`config.mk`:
```
export PLATFORM = sky130hd
export DESIGN_NAME = wb_csr_commit
export DESIGN_NICKNAME = d
export VERILOG_FILES = /design/src/rtl/wb_csr_commit.sv
export SDC_FILE = /design/constraint.sdc
export NUM_CORES = 1
export LEC_CHECK = 0
export CAP_MARGIN = 20
export CELL_PAD_IN_SITES_DETAIL_PLACEMENT = 1
export CELL_PAD_IN_SITES_GLOBAL_PLACEMENT = 2
export CORE_UTILIZATION = 22
export DETAILED_ROUTE_END_ITERATION = 8
export HOLD_SLACK_MARGIN = 0.03
export PLACE_DENSITY_LB_ADDON = 0.1
export SYNTH_ARGS = -nofsm -noshare
export SYNTH_HDL_FRONTEND = slang
export SYNTH_SLANG_ARGS = --single-unit
```
`constraint.sdc`:
```
create_clock -name clk -period 6.5 [get_ports clk]
set_clock_uncertainty 0.2 [all_clocks]
set_input_delay 0.975 -clock clk [delete_from_list [all_inputs] [get_ports clk]]
set_output_delay 0.975 -clock clk [all_outputs]
set_load 0.005 [all_outputs]
```
`src/rtl/wb_csr_commit.sv`:
```
// ---------------------------------------------------------------------------
// wb_csr_commit
//
// Writeback-stage commit controller. It registers one instruction per cycle
// from the memory stage, commits it during the following cycle, drives the
// CSR file's read/write port, commits exceptions and ertn, and selects the
// redirect target. After every flush the stage squashes incoming
// instructions for FLUSH_HOLD cycles so that the front of the pipeline can
// drain.
//
// Optional feature macro: WB_CSR_INT_EN
//   defined   : has_int tags the committing instruction as an interrupt
//               (ecode 0x00, esubcode 0) unless it already carries an
//               exception.
//   undefined : has_int is ignored.
//
// Parameters
//   FLUSH_HOLD   squash window after a flush, in cycles (legal 1..15)
//
// Ports
//   clk, reset                  clock, asynchronous active-high reset
//   ms_valid / ms_ready         memory-stage handshake
//   ms_pc .. ms_ertn            memory-stage instruction fields
//   csr_re, csr_we, csr_num,
//   csr_wmask, csr_wvalue       CSR read/write port
//   csr_rvalue                  CSR read data (combinational)
//   has_int                     pending enabled interrupt
//   csr_eentry_data, csr_era_pc redirect sources
//   wb_ex, ertn_flush           commit strobes to the CSR file
//   wb_pc, wb_vaddr,
//   wb_ecode, wb_esubcode       exception information
//   rf_we, rf_waddr, rf_wdata   GPR write port
//   flush, flush_target         pipeline redirect
//   dbg_state                   FSM state (0 RUN, 1 DRAIN)
//
// Handshake: an instruction transfers at a rising edge where ms_valid and
// ms_ready are both high. ms_ready is high whenever reset is released; the
// stage never back-pressures. A transferred instruction is either registered
// (committed in the next cycle) or discarded when it arrives inside a
// squash window.
// ---------------------------------------------------------------------------
module wb_csr_commit #(
  parameter int FLUSH_HOLD = 2
) (
  input  logic        clk,
  input  logic        reset,
  input  logic        ms_valid,
  output logic        ms_ready,
  input  logic [31:0] ms_pc,
  input  logic [1:0]  ms_csr_op,
  input  logic [13:0] ms_csr_num,
  input  logic [31:0] ms_rd_value,
  input  logic [31:0] ms_rj_value,
  input  logic        ms_gr_we,
  input  logic [4:0]  ms_dest,
  input  logic [31:0] ms_result,
  input  logic        ms_ex,
  input  logic [5:0]  ms_ecode,
  input  logic [8:0]  ms_esubcode,
  input  logic [31:0] ms_vaddr,
  input  logic        ms_ertn,
  output logic        csr_re,
  output logic        csr_we,
  output logic [13:0] csr_num,
  output logic [31:0] csr_wmask,
  output logic [31:0] csr_wvalue,
  input  logic [31:0] csr_rvalue,
  input  logic        has_int,
  input  logic [31:0] csr_eentry_data,
  input  logic [31:0] csr_era_pc,
  output logic        wb_ex,
  output logic        ertn_flush,
  output logic [31:0] wb_pc,
  output logic [31:0] wb_vaddr,
  output logic [5:0]  wb_ecode,
  output logic [8:0]  wb_esubcode,
  output logic        rf_we,
  output logic [4:0]  rf_waddr,
  output logic [31:0] rf_wdata,
  output logic        flush,
  output logic [31:0] flush_target,
  output logic        dbg_state
);

  localparam logic [1:0] OP_NONE    = 2'b00;
  localparam logic [1:0] OP_CSRWR   = 2'b10;
  localparam logic [1:0] OP_CSRXCHG = 2'b11;
  localparam logic [3:0] CNT_INIT   = 4'(FLUSH_HOLD - 1);

  typedef enum logic {
    RUN   = 1'b0,
    DRAIN = 1'b1
  } state_t;

  state_t      state;
  logic [3:0]  cnt;

  // Writeback register set
  logic        ws_valid;
  logic [31:0] ws_pc;
  logic [1:0]  ws_csr_op;
  logic [13:0] ws_csr_num;
  logic [31:0] ws_rd_value;
  logic [31:0] ws_rj_value;
  logic        ws_gr_we;
  logic [4:0]  ws_dest;
  logic [31:0] ws_result;
  logic        ws_ex;
  logic [5:0]  ws_ecode;
  logic [8:0]  ws_esubcode;
  logic [31:0] ws_vaddr;
  logic        ws_ertn;

  logic        commit;
  logic        int_tag;
  logic        ex_final;
  logic        flush_now;
  logic        load;

  assign ms_ready  = ~reset;
  assign dbg_state = (state == DRAIN);

  assign commit = ws_valid && (state == RUN);

`ifdef WB_CSR_INT_EN
  assign int_tag = ws_valid && has_int && !ws_ex;
`else
  assign int_tag = 1'b0;
`endif

  assign ex_final  = ws_ex || int_tag;
  // An exception outranks ertn; either one redirects the pipeline.
  assign flush_now = commit && (ex_final || ws_ertn);

  // The last DRAIN cycle (cnt == 0) already accepts the next instruction,
  // so the first loadable instruction arrives FLUSH_HOLD cycles after the
  // flush cycle. A RUN cycle that is itself flushing discards its input.
  assign load = ms_valid &&
                (((state == RUN) && !flush_now) ||
                 ((state == DRAIN) && (cnt == 4'd0)));

  // ---------------------------------------------------------------------
  // Control FSM
  // ---------------------------------------------------------------------
  always_ff @(posedge clk or posedge reset) begin
    if (reset) begin
      state    <= RUN;
      cnt      <= 4'd0;
      ws_valid <= 1'b0;
    end else begin
      case (state)
        RUN: begin
          if (flush_now) begin
            state    <= DRAIN;
            cnt      <= CNT_INIT;
            ws_valid <= 1'b0;
          end else begin
            ws_valid <= load;
          end
        end
        DRAIN: begin
          if (cnt == 4'd0) begin
            state    <= RUN;
            ws_valid <= load;
          end else begin
            cnt      <= cnt - 4'd1;
            ws_valid <= 1'b0;
          end
        end
        default: begin
          state    <= RUN;
          cnt      <= 4'd0;
          ws_valid <= 1'b0;
        end
      endcase
    end
  end

  // ---------------------------------------------------------------------
  // Payload registers: only captured for instructions that will commit
  // ---------------------------------------------------------------------
  always_ff @(posedge clk or posedge reset) begin
    if (reset) begin
      ws_pc       <= 32'd0;
      ws_csr_op   <= 2'd0;
      ws_csr_num  <= 14'd0;
      ws_rd_value <= 32'd0;
      ws_rj_value <= 32'd0;
      ws_gr_we    <= 1'b0;
      ws_dest     <= 5'd0;
      ws_result   <= 32'd0;
      ws_ex       <= 1'b0;
      ws_ecode    <= 6'd0;
      ws_esubcode <= 9'd0;
      ws_vaddr    <= 32'd0;
      ws_ertn     <= 1'b0;
    end else if (load) begin
      ws_pc       <= ms_pc;
      ws_csr_op   <= ms_csr_op;
      ws_csr_num  <= ms_csr_num;
      ws_rd_value <= ms_rd_value;
      ws_rj_value <= ms_rj_value;
      ws_gr_we    <= ms_gr_we;
      ws_dest     <= ms_dest;
      ws_result   <= ms_result;
      ws_ex       <= ms_ex;
      ws_ecode    <= ms_ecode;
      ws_esubcode <= ms_esubcode;
      ws_vaddr    <= ms_vaddr;
      ws_ertn     <= ms_ertn;
    end
  end

  // ---------------------------------------------------------------------
  // Commit outputs; every strobe is a single-cycle pulse in the commit cycle
  // ---------------------------------------------------------------------
  always_comb begin
    csr_re       = 1'b0;
    csr_we       = 1'b0;
    csr_num      = 14'd0;
    csr_wmask    = 32'd0;
    csr_wvalue   = 32'd0;
    wb_ex        = 1'b0;
    ertn_flush   = 1'b0;
    wb_pc        = 32'd0;
    wb_vaddr     = 32'd0;
    wb_ecode     = 6'd0;
    wb_esubcode  = 9'd0;
    rf_we        = 1'b0;
    rf_waddr     = 5'd0;
    rf_wdata     = 32'd0;
    flush        = 1'b0;
    flush_target = 32'd0;
    if (commit) begin
      wb_ex       = ex_final;
      ertn_flush  = ws_ertn && !ex_final;
      wb_pc       = ws_pc;
      wb_vaddr    = ws_vaddr;
      wb_ecode    = int_tag ? 6'd0 : ws_ecode;
      wb_esubcode = int_tag ? 9'd0 : ws_esubcode;

      csr_num    = ws_csr_num;
      csr_re     = (ws_csr_op != OP_NONE);
      csr_we     = ws_csr_op[1] && !ex_final;
      csr_wvalue = ws_rd_value;
      if (ws_csr_op == OP_CSRWR) begin
        csr_wmask = 32'hffff_ffff;
      end else if (ws_csr_op == OP_CSRXCHG) begin
        csr_wmask = ws_rj_value;
      end

      // The CSR write lands at the end of this cycle, so csr_rvalue is
      // still the pre-write value that the instruction returns in rd.
      rf_we    = ((ws_csr_op != OP_NONE) || ws_gr_we) && !ex_final;
      rf_waddr = ws_dest;
      rf_wdata = (ws_csr_op != OP_NONE) ? csr_rvalue : ws_result;

      flush        = ex_final || (ws_ertn && !ex_final);
      flush_target = ex_final ? csr_eentry_data : csr_era_pc;
    end
  end

endmodule

```
# After elaboration in Yosys (flattened, before gate mapping)

Index checks and enable logic that the tools add are counted.

Word-level logic and storage cells: 69
Input port bits: 299
Flip-flop bits (word level): 205

Add/sub/neg operators: 1
Bitwise logic cells: 2
Reductions and logical operators: 17
Multiplexer cells: 29
Equal/unequal tests: 4

Operators with widths:

| operator            | count |
|---|---|
| $mux 32             | 10 |
| $mux 14             | 1 |
| $mux 1              | 10 |
| $mux 9              | 1 |
| $logic_and 1x1->1   | 8 |
| $mux 4              | 2 |
| $pmux 4 s2          | 1 |
| $mux 6              | 1 |
| $mux 5              | 1 |
| $eq 2x2->1 const B  | 2 |
| $logic_not 4->1     | 1 |
| $logic_or 1x1->1    | 4 |
| $ne 2x2->1 const B  | 2 |
| $pmux 1 s2          | 2 |
| $sub 4x1->4 const B | 1 |
| $logic_not 1->1     | 2 |
| $not 1->1           | 2 |
| $reduce_and 2->1    | 1 |
| $reduce_bool 2->1   | 1 |

# Logic depth before layout (Yosys ltp)

Gate-level depths: netlist of run 1.

Depth in word-level cells: 9
Depth in mapped cells: 7
Depth with buffers taken out: 5

# Worst setup path before layout of run 1

OpenSTA, ideal clock, no wires.

Path type: input to output
From: input port reset
To: output port ms_ready
Stages: 1
Arrival time: 5.213 ns
Slack: 0.112 ns
Path through: inv_1

Cells in the longest elaborated chain, start to end: 1

RTL lines:

| element            | line | RTL |
|---|---|---|
| start: declaration | 46   | `input logic reset,` |
| $not 1->1          | 120  | `assign ms_ready = ~reset;` |
| end: declaration   | 48   | `output logic ms_ready,` |

Every way passes these cells.

# Worst setup path after layout of run 1

From: register state, in the netlist dbg_state
To: output port wb_vaddr[2]

Cells in the longest elaborated chain, start to end: 3

RTL lines:

| element                  | line | RTL |
|---|---|---|
| start: declaration       | 95   | `state_t state;` |
| start signal: assignment | 147  | `state <= RUN;` |
| start signal: assignment | 154  | `state <= DRAIN;` |
| start signal: assignment | 163  | `state <= RUN;` |
| $not 1->1                | -    |  |
| $logic_and 1x1->1        | 123  | `assign commit = ws_valid && (state == RUN);` |
| $mux 32                  | 234  | `if (commit) begin` |
| end: declaration         | 74   | `output logic [31:0] wb_vaddr,` |

Every way passes these cells.

==> results of run 1 <==
==> power by group <==
part	switching [mW]	internal, mW
Combinational	1.35	2.27
Sequential	0.402	1.94
Clock	0.599	0.954
Total	2.35	5.16
==> worst max-delay path, stage by stage (launching register included) <==
cell and delay (ps):
dfrtp_1 470, nor2b_4 790, buf_4 560, and2_1 200, clkdlybuf4s50_1 570
==> metal layers <==
metal  share of wire  global-route usage  up-vias
met1            0.40               0.186     4041
met2            0.51               0.280      268
met4           0.018              0.0380        8
met5          0.0012                   0        -
li1                -                   -     3846
met3           0.079              0.0590       50
==> sequential cells by signal (all words and copies together) (netlist names) <==
signal,cells
ws_rd_value,32
ws_result,32
ws_csr_num,14
ws_esubcode,9
ws_pc,32
ex_final,1
ws_csr_op,2
ws_rj_value,32
ws_ecode,6
ws_valid,1
ws_vaddr,32
ws_ertn,1
ws_gr_we,1
dbg_state,1
ws_dest,5
cnt,4
==> cells by family after synthesis <==
logic type / Yosys count / synth area share
buf+inv: 99 / 0.0546
xor+xnor: 1 / 0.000818
mux: 233 / 0.310
compound gates: 70 / 0.0354
flops: 205 / 0.479
fa+ha+maj: 1 / 0.00117
simple gates: 245 / 0.119
==> stage by stage <==
stage | cells | instance area, um^2 | power (mW) | hold slack (ps)
2_1_floorplan | 854 | 10700 | 4.57 | 256
3_3_place_gp | 1947 | 16500 | 5.99 | 268
3_5_place_dp | 1947 | 16500 | 6.01 | 277
4_1_cts | 1995 | 17400 | 7.66 | 291
5_1_grt | 1997 | 17400 | 8.00 | 313
6_report | 2001 | 17400 | 7.51 | 287
==> layout by cell type, fill, tap and decap left out, types with 2 or more instances in the layout <==
| cell type | count |
|---|---|
| o21ai_0 | 2 |
| mux2_4 | 195 |
| inv_1 | 36 |
| clkbuf_16 | 29 |
| nor3_1 | 2 |
| mux2_1 | 4 |
| mux2i_1 | 33 |
| buf_12 | 3 |
| buf_4 | 6 |
| a21oi_1 | 64 |
| clkinv_2 | 4 |
| diode_2 | 6 |
| dfrtp_1 | 204 |
| clkdlybuf4s50_1 | 531 |
| nor2_1 | 38 |
| clkbuf_1 | 6 |
| clkbuf_8 | 6 |
| nand2_1 | 66 |
| and2_1 | 131 |
| bufinv_16 | 2 |
==> synthesized netlist by cell type <==
library cell	count
a21oi_1	64
inv_1	37
ha_1	1
clkbuf_1	34
o211ai_1	1
or3b_2	1
nor2_1	39
nor3b_1	1
mux2_1	4
mux2i_1	33
and2_1	131
buf_6	12
nand3_1	1
mux2_2	1
o221ai_1	1
mux2_4	195
o221ai_4	1
o22ai_1	1
nor3b_2	1
xor2_1	1
nand2b_1	1
nor2b_1	1
buf_4	1
buf_2	5
nand2_1	66
o21ai_0	2
nor3_1	2
or2_2	1
buf_8	10
dfrtp_1	205
==> cell type report <==
cell class              count  share of cell area
diodes                      6            0.000863
clock buffers              41              0.0477
clock inverters             7             0.00510
inverters                  37             0.00819
multi-input cells         550               0.288
flip-flops and latches    205               0.295
well taps                 615              0.0442
repair buffers            540               0.311
==> final timing paths <==
check,cells after the start,slack (ps),start,end
worst max-delay path,4,2140,dbg_state$_DFF_PP0_,wb_vaddr[2]
worst min-delay path,1,290,ws_esubcode[4]$_DFFE_PP0N_,ws_esubcode[4]$_DFFE_PP0N_
worst max register to register,4,3240,ex_final$_DFFE_PP0N_,ws_rd_value[22]$_DFFE_PP0N_
worst min register to register,1,290,ws_esubcode[4]$_DFFE_PP0N_,ws_esubcode[4]$_DFFE_PP0N_
max in group asynchronous,4,3640,reset,ex_final$_DFFE_PP0N_
min in group asynchronous,3,850,reset,ws_pc[18]$_DFFE_PP0N_
==> metrics.cfg, run 1 <==
[status]
status=finished, final reports clean

[global_routing]
antenna_found_initial=11
grt_pass1_vias=8992
grt.overflow.total=0
grt_pass1_wl_um=60100
grtUsageTotal=0.161
grt_max_degree=147

[synthesis]
synth_top_area_share=0.479
synth_cell_types=30
yosysWarnings=0
synth_fp_nets=1154
synth.area.top_cells=dfrtp_1 (48%), mux2_4 (27%), and2_1 (7.7%)
ys_seq_elements=205
yosysTopAreaCell=dfrtp_1
synth_area_um2=10700
netlist_instances=854
syn_area_per_cell_um2=12.5
yosysSeqAreaShare=0.479

[clocking]
postCtsSetupRepairBufs=0
cts_hold_buf=0
htree_levels=1
tritoncts=built
cts-root-buf=clkbuf_16
cts_resized=0
cts_buffer_depth=3
clk_pin_slew_ps=60
clk-insertion-delay-late_ps=550
cts.sinks=205
numCtsBuffers=28

[floorplanning]
num_rows=80
ios=533
start_util=0.224
die_area_um2=49500
die_w_um=223
die_h_um=223
core-area_um2=47800

[timing]
fin_setup_tns_ps=0
worst_slack_ps=2140
max_clock_freq_mhz=230
final_max_slew_viol_count=0
rsz0062_at_grt=no
period_minus_slack_ps=4360
tightest_slew_ps=1110
slew_headroom=0.262
finalHoldViolCount=0
timing.final.crit_share=0.670
setup_viol=0

[placed_design]
dp_hpwl_um=28800
preCtsSetupSlack_ps=2560
place.gp.congestion=0.742
io_buffers=531

[detailed_routing]
avgRoutedWirePerCell_um=20.4
drt_wl_total_um=40900
dr.pass1.iters=4
drt_iter0_drc=306
drt-vias-per-instance=4.10
num_vias=8213
ant_nets=0
drcViolationCount=0

[cells_and_area]
multiInputGateArea_um2=5010
nNetsFinal=1662
nFillCells=5194
syn_to_final_growth_pct=62.6
final_util=0.364
regArea_um2=5130
drive_gt1_frac=0.186

[hold_path]
worstHoldPathType=reg -> reg

[power_and_ir_drop]
p_leak_nw=7.76
ir_drop_uv=428
power.density_nw_per_um2=431

[worst_setup_path]
critPathLaunchType=register
crit_arrival_ps=3180
end_kind=primary output
worstSetupPathType=reg -> out
critPathMaxFanout=52
cp.required_ps=5320

[run]
drv_cap=0

(Power assumes the default switching activity.)
==> run 2, diff against run 1 <==
Clock period 6.5 ns to 3.8 ns, I/O delays scaled along.
==> metrics.cfg, run 2 (synthesis gave the netlist of run 1 again) <==
[status]
status=finished, final reports clean

[global_routing]
grtUsageTotal=0.163  ; +0.00203
grt_pass1_vias=9147  ; +1.7%
grt.overflow.total=0  ; unchanged
antenna_found_initial=7  ; -4
grt_pass1_wl_um=61100  ; +1.6%
grt_max_degree=125  ; -15%

[timing]
period_minus_slack_ps=3370
tightest_slew_ps=809  ; -297 ps
setup_viol=0  ; unchanged
finalHoldViolCount=0  ; unchanged
max_clock_freq_mhz=297
timing.final.crit_share=0.886
slew_headroom=0.460  ; +0.198
worst_slack_ps=435  ; -1710 ps
rsz0062_at_grt=no
fin_worst_hold_slack_ps=292  ; +4.62 ps
final_max_slew_viol_count=0  ; unchanged

[placed_design]
place.gp.congestion=0.726  ; -2.2%
io_buffers=531  ; unchanged
preCtsSetupSlack_ps=913  ; -1650 ps
place_area_um2=16600  ; +0.50%
dp_hpwl_um=29600  ; +2.7%

[clocking]
cts_hold_buf=0  ; unchanged
postCtsSetupRepairBufs=0  ; unchanged
cts_resized=0  ; unchanged
htree_levels=1  ; unchanged
tritoncts=built
cts.sinks=205  ; unchanged
numCtsBuffers=28  ; unchanged
clk_pin_slew_ps=50  ; about the same
clk-insertion-delay-late_ps=540  ; about the same
cts_buffer_depth=3  ; unchanged
cts-root-buf=clkbuf_16

[floorplanning]
die_w_um=223  ; unchanged
die_area_um2=49500  ; unchanged
start_util=0.224  ; unchanged
die_h_um=223  ; unchanged
core-area_um2=47800  ; unchanged
num_rows=80  ; unchanged
ios=533  ; unchanged

[detailed_routing]
ant_nets=0  ; unchanged
num_vias=8222  ; +0.11%
avgRoutedWirePerCell_um=20.4  ; about the same
dr.pass1.iters=4  ; unchanged
drcViolationCount=0  ; unchanged
drt_iter0_drc=268  ; -12%
drt-vias-per-instance=4.10  ; -0.19%
drt_wl_total_um=41000  ; +0.32%

[worst_setup_path]
startpoint=dbg_state$_DFF_PP0_
cp.required_ps=3030  ; -2290 ps
critPathLaunchType=register
critPathMaxFanout=30  ; -42%
worstSetupPathType=reg -> out
max_stage_delay_ps=600  ; -190 ps
end_kind=primary output
path_cells=nor2b_4 -> buf_4 -> and2_1 -> clkdlybuf4s50_1
r2r-start=ex_final$_DFFE_PP0N_
crit_arrival_ps=2600  ; -580 ps
critPathSlowestCell=clkdlybuf4s50_1

[cells_and_area]
final_common_cell=clkdlybuf4s50_1
final_area_um2=17600  ; +1.3%
final_cell_mix=clkdlybuf4s50_1 (531), dfrtp_1 (204), mux2_4 (195)
drive_gt1_frac=0.192  ; +0.00672
syn_to_final_growth_pct=64.6
nNetsFinal=1667  ; +0.30%

[hold_path]
worstHoldPathType=reg -> reg
min_from=ws_esubcode[4]$_DFFE_PP0N_

[power_and_ir_drop]
p_leak_nw=7.86  ; +1.3%
ir_drop_uv=713  ; +67%
power_mw=13.2  ; +76%
power.density_nw_per_um2=751  ; +74%

[run]
drv_cap=0  ; unchanged

## run 2: cell count changes in the layout (fill, tap and decap cells not counted), moves of 2 or more
cell and delta:
bufinv_16 +6, buf_12 +4, clkbuf_8 -3, diode_2 -3, clkbuf_1 -2, clkinvlp_4 +2
## run 2: final timing paths
check / to / slack, ps / depth (start not counted)
max: csr_num[9] / 430 / 4
min reg2reg: ws_esubcode[4]$_DFFE_PP0N_ / 290 / 1
max in group asynchronous: ex_final$_DFFE_PP0N_ / 1840 / 4
min in group asynchronous: ws_result[10]$_DFFE_PP0N_ / 390 / 3
min: ws_esubcode[4]$_DFFE_PP0N_ / 290 / 1
max reg2reg: ws_vaddr[20]$_DFFE_PP0N_ / 980 / 4
## run 2: critical path, delay by kind of cell (launching register included)
kind	cells	cell delay, ps
DFF	1	470
buffers and inverters	2	970
and+or+nand+nor	2	610
## run 2: metrics by stage
stage,util,std cells,setup TNS [ps]
4_1_cts,0.368,2004,0
3_3_place_gp,0.346,1952,0
2_1_floorplan,-,854,-29.2
3_5_place_dp,0.346,1952,0
6_report,0.368,2007,0
5_1_grt,0.368,2005,0
## run 2: metal layers
layer  global-route usage  vias up  routed length, um
met2                0.287      260              20800
li1                     -     3852                  -
met5                    0        -                 54
met4               0.0374        8                855
met1                0.183     4047              15700
met3               0.0627       55               3510
## run 2: final cells by class
type / instances / area, um^2
clock buffers: 35 / 757
inverters: 37 / 143
well taps: 615 / 769
diodes: 3 / 7.51
flip-flops and latches: 205 / 5130
fillers: 5180 / 30200
clock inverters: 17 / 305
multi-input cells: 550 / 5000
repair buffers: 545 / 5510
## run 2: power breakdown
part	switching [mW]	total, mW	leakage, nW	internal [mW]
logic	2.33	6.24	4.94	3.91
registers	0.668	3.98	2.40	3.32
clock network	1.06	3.02	0.515	1.95
total	4.06	13.2	7.86	9.18
